### src/rtl/pma_rule_match.sv
// rtl/pma_rule_match.sv - combinational lowest-index-wins region match for one address
module pma_rule_match #(
    parameter int unsigned         NrRules     = 8,
    parameter int unsigned         AddrWidth   = 64,
    parameter int unsigned         NrAttr      = 4,
    parameter int unsigned         IdxW        = 3,
    parameter logic [NrAttr-1:0]   DefaultAttr = '0
) (
    input  logic [AddrWidth-1:0]               addr_i,
    input  logic [NrRules-1:0][AddrWidth-1:0]  base_i,
    input  logic [NrRules-1:0][AddrWidth-1:0]  len_i,
    input  logic [NrRules-1:0][NrAttr-1:0]     attr_i,
    output logic                               hit_o,
    output logic [IdxW-1:0]                    idx_o,
    output logic [NrAttr-1:0]                  attr_o
);

    logic [NrRules-1:0] match;

    // Upper bound carries one extra bit so a region ending at the top of memory does not wrap.
    for (genvar r = 0; r < NrRules; r++) begin : g_cmp
        assign match[r] = (len_i[r] != '0) &&
                          (addr_i >= base_i[r]) &&
                          ({1'b0, addr_i} < ({1'b0, base_i[r]} + {1'b0, len_i[r]}));
    end

    always_comb begin
        hit_o  = 1'b0;
        idx_o  = '0;
        attr_o = DefaultAttr;
        for (int r = NrRules - 1; r >= 0; r--) begin
            if (match[r]) begin
                hit_o  = 1'b1;
                idx_o  = IdxW'(r);
                attr_o = attr_i[r];
            end
        end
    end

endmodule

### config.mk
export PLATFORM = sky130hd
export DESIGN_NAME = pma_rule_match
export DESIGN_NICKNAME = d
export VERILOG_FILES = /design/src/rtl/pma_rule_match.sv
export SDC_FILE = /design/constraint.sdc
export NUM_CORES = 2
export LEC_CHECK = 0
export CORE_AREA = 2 2 444 446
export DETAILED_ROUTE_END_ITERATION = 6
export DIE_AREA = 0 0 446 448
export GPL_TIMING_DRIVEN = 0
export PLACE_DENSITY = 0.44
export SYNTH_ARGS = -nofsm -noshare
export SYNTH_HDL_FRONTEND = slang
export SYNTH_SLANG_ARGS = --single-unit
### constraint.sdc
create_clock -name vclk -period 11.15
set_input_delay 1.115 -clock vclk [all_inputs]
set_output_delay 1.115 -clock vclk [all_outputs]
set_load 0.005 [all_outputs]
# After elaboration in Yosys (flattened, before gate mapping)

Cells that the tools add are included.

Logic and storage cells: 72
Flip-flop bits (word level): 0

$lt $le $gt $ge: 16
Reductions and logical operators: 24
$add $sub $neg: 8
Muxes and demuxes: 24

Operators by type and width:

| kind                | count |
|---|---|
| $add A64 B64 Y65    | 8 |
| $lt A64 B65 Y1      | 8 |
| $ge A64 B64 Y1      | 8 |
| $reduce_bool A64 Y1 | 8 |
| $mux W4             | 8 |
| $mux W3             | 8 |
| $logic_and A1 B1 Y1 | 16 |
| $mux W1             | 8 |

# Longest topological paths before layout

Word-level depth: 11
Gate-level depth with buffers: 28

# Worst setup path before layout

Ideal clock, no wire load.

Path kind: input port to output port
Start point: input port base_i[448] in the netlist's numbering
End point: output port attr_o[0]
Cell stages on the path: 27
Data required time: 10035 ps
Arrival time: 6401 ps
Path slack: 3634 ps
Buffers on the path: 0
Path through: ha_1 inv_1 fa_1 nand2b_1 a21oi_1 o2111a_1 o21ai_0 o21ai_0 a31o_2 a21oi_1 o311ai_0 a21oi_1 o221ai_1 o211ai_1 a21o_1 ha_1 a211oi_1 nor2_1 a2111oi_0 nand3_1 a2111oi_0 a21oi_1 o31ai_1 nand2_1 and4bb_2 nand2_1 a31oi_1

Longest elaborated chain between the ends: 11

RTL lines:

| what                                                         | line   | text |
|---|---|---|
| from (decl)                                                  | 10     | `input logic [NrRules-1:0][AddrWidth-1:0] base_i,` |
| $add A64 B64 Y65 / $ge A64 B64 Y1 (equally long branches)    | 24, 23 |  |
| $lt A64 B65 Y1 / $logic_and A1 B1 Y1 (equally long branches) | 24, 22 |  |
| $logic_and A1 B1 Y1 *                                        | 23     | `(addr_i >= base_i[r]) &&` |
| $mux W4 * (8 in series)                                      | 32     | `if (match[r]) begin` |
| to (decl)                                                    | 15     | `output logic [NrAttr-1:0] attr_o` |

Every way passes the cells marked *; elsewhere a longest branch is shown, timed or not.

# Final worst setup path

Start point: input port len_i[384] in the netlist's numbering
End point: output port attr_o[0]

Longest elaborated chain between the ends: 10

RTL lines:

| what                                                           | line   | text |
|---|---|---|
| from (decl)                                                    | 11     | `input logic [NrRules-1:0][AddrWidth-1:0] len_i,` |
| $add A64 B64 Y65 / $reduce_bool A64 Y1 (equally long branches) | 24, 22 |  |
| $lt A64 B65 Y1 / $logic_and A1 B1 Y1 (equally long branches)   | 24, 22 |  |
| $logic_and A1 B1 Y1 *                                          | 23     |  |
| $mux W4 * (7 in series)                                        | 32     |  |

Marks and branches as above.

==> flow_metrics.env <==
export IMPL_status="complete, but fails checks"
export IMPL_violations="max-capacitance violations, max-slew violations"
export IMPL_yosysWarningCount=0
export IMPL_die_x_um=446
export IMPL_min_period_over_period=0.968
export IMPL_power_density_nw_per_um2=60.1
export IMPL_fmax_mhz=92.7
export IMPL_rsz0062_at_grt="no"
export IMPL_max_slew_margin_rel=-0.271
export IMPL_nNetsFinal=10900
export IMPL_total_leakage_power_nw=31.8
export IMPL_clockBufferCount=0
export IMPL_drt_first_pass_iters=7
export IMPL_max_stage_delay_ns=0.73
export IMPL_hold_violations=0
export IMPL_drive_above_1_share=0.0144
export IMPL_numSequentialCells=0
export IMPL_die_area_um2=200000
export IMPL_grt_max_degree=17
export IMPL_syn_to_final_growth_pct=28.7
export IMPL_cp_required_ns=10.04
export IMPL_wirelength_um=301000
export IMPL_whs_path_depth=4
export IMPL_nFillCells=20900
export IMPL_vias=60100
export IMPL_die_y_um=448
export IMPL_grt_pass1_wl_um=416000
export IMPL_totalNegativeSetupSlack_ns=0
export IMPL_final_common_cell="ha_1"
export IMPL_period_needed_ns=10.79
export IMPL_tightest_slew_ns=1.89
export IMPL_cp_max_fo=8
export IMPL_wl_per_cell_um=27.7
export IMPL_worstHoldStart="attr_i[31]"
export IMPL_synth_distinct_cells=84
export IMPL_grt_ovfl_total=0
export IMPL_cp_start_kind="input port"
export IMPL_viasPerCell=5.52
export IMPL_final_cell_mix="ha_1, clkdlybuf4s50_1, a21oi_1, inv_1, o21ai_0"
export IMPL_endpoint_kind="output pin"
export IMPL_syn_num_nets=9767
export IMPL_finalMaxSlewViolations=4
export IMPL_grt_usage=0.285
export IMPL_place_gp_congestion=0.982
export IMPL_synth_area_per_cell_um2=7.29
export IMPL_io_pins=1128
export IMPL_ys_seq_area_frac=0
export IMPL_drcViolationCount=0
export IMPL_antenna_found_initial=186
export IMPL_first_global_vias=56600
export IMPL_cts_setup_buffers=0
export IMPL_initial_core_util=0.266
export IMPL_postRouteAntennaNets=0
export IMPL_synth_cells=7111
export IMPL_worst_ir_drop_vdd_mv=0.0359
export IMPL_crit_path_frequent_cell="a21oi_1"
export IMPL_setup_viol_count_final=0
export IMPL_coreArea_um2=195000
export IMPL_min_to="attr_o[3]"
export IMPL_dp_hpwl_um=271000
export IMPL_post_route_cell_area_um2=66700
export IMPL_portBuffers=1128
export IMPL_critPathBufInv=3
export IMPL_cp_slowest_cell="nor4b_1"
export IMPL_critPathArrivalTime_ns=9.68
export IMPL_crit_type="input port to output pin"
export IMPL_rows=162
export IMPL_drt_iter0_markers=4696
export IMPL_path_delay_family="compound AO/OA/AOI/OAI gates"
export IMPL_worstHoldPathType="input port to output pin"
export IMPL_max_cap_viol_count=2
export IMPL_synthesis_area_um2=51800
export IMPL_seq_area_um2=0
export IMPL_dpl_cell_area_um2=66400
## cells by family (layout without fill, tap and decap cells)
group,after synthesis,count (layout),synth area share
mux,7,7,0.00138
buf+inv,732,1872,0.0530
xor+xnor,456,456,0.0771
simple gates,1886,1886,0.189
other cells,0,100,0
fa+ha+maj,1536,1536,0.372
compound gates,2494,2494,0.308
## cells in the mapped netlist, types with 115 or more instances
master       n  share of area
xnor2_1    204          0.034
nor3_1     128          0.012
nand2b_1   115          0.014
a21o_1     478          0.069
ha_1      1528           0.37
nand2_1    394          0.029
nand4_1    238          0.029
nor4_1     165          0.020
nor2_1     358          0.026
inv_1      655          0.047
a21oi_1    767          0.074
o21ai_0    483          0.047
nand3_1    145          0.014
xor2_1     252          0.043
## power breakdown
part	leakage, nW	switching [mW]	internal, mW
Sequential	0	0	0
Clock	0.000640	0	0.00000111
Combinational	31.8	2.27	1.74
Total	31.8	2.27	1.74
## stage by stage
step | total power [mW] | util | hold slack [ns] | setup WS [ns] | cells
2_1_floorplan | 2.44 | - | 2.34 | 3.63 | 7111
3_3_place_gp | 3.89 | 0.341 | 3.21 | -0.274 | 10800
3_5_place_dp | 3.93 | 0.341 | 3.20 | 0.239 | 10800
4_1_cts | 3.97 | 0.341 | 3.21 | 0.190 | 10800
5_1_grt | 4.47 | 0.342 | 3.25 | 0.00866 | 10900
6_report | 4.01 | 0.343 | 3.21 | 0.360 | 10900
## worst max-delay path by stage
stage | start | to | slack, ns | cells after the start
4_1_cts | len_i[0] | idx_o[2] | 0.19 | 28
6_report | len_i[384] | attr_o[0] | 0.36 | 27
5_1_grt | len_i[192] | attr_o[1] | 0.009 | 28
3_5_place_dp | len_i[448] | attr_o[0] | 0.24 | 29
2_1_floorplan | base_i[448] | attr_o[0] | 3.63 | 27
3_3_place_gp | base_i[64] | idx_o[2] | -0.27 | 28
## layer usage
| layer | track usage | part of all wire | up-vias |
|---|---|---|---|
| met5 | 0 | 0.00050 | - |
| li1 | - | - | 29400 |
| met3 | 0.0322 | 0.054 | 394 |
| met4 | 0.118 | 0.042 | 22 |
| met1 | 0.394 | 0.47 | 28300 |
| met2 | 0.448 | 0.44 | 1981 |
## repair_timing
| action | 4_1_cts | 5_1_grt |
|---|---|---|
| gates resized for setup | 0 | 11 |
| hold buffers | 0 | 0 |
| endpoints found under the setup margin | 0 | 8 |
## area by class of cell
type	instances	area [um^2]	share of cell area
multi-input cells	6379	49200	0.738
repair buffers	1140	11300	0.169
well taps	2542	3180	0.0477
inverters	655	2460	0.0369
plain buffers	77	289	0.00434
diodes	100	250	0.00375
No activity file was read; power rests on OpenSTA's default activity.
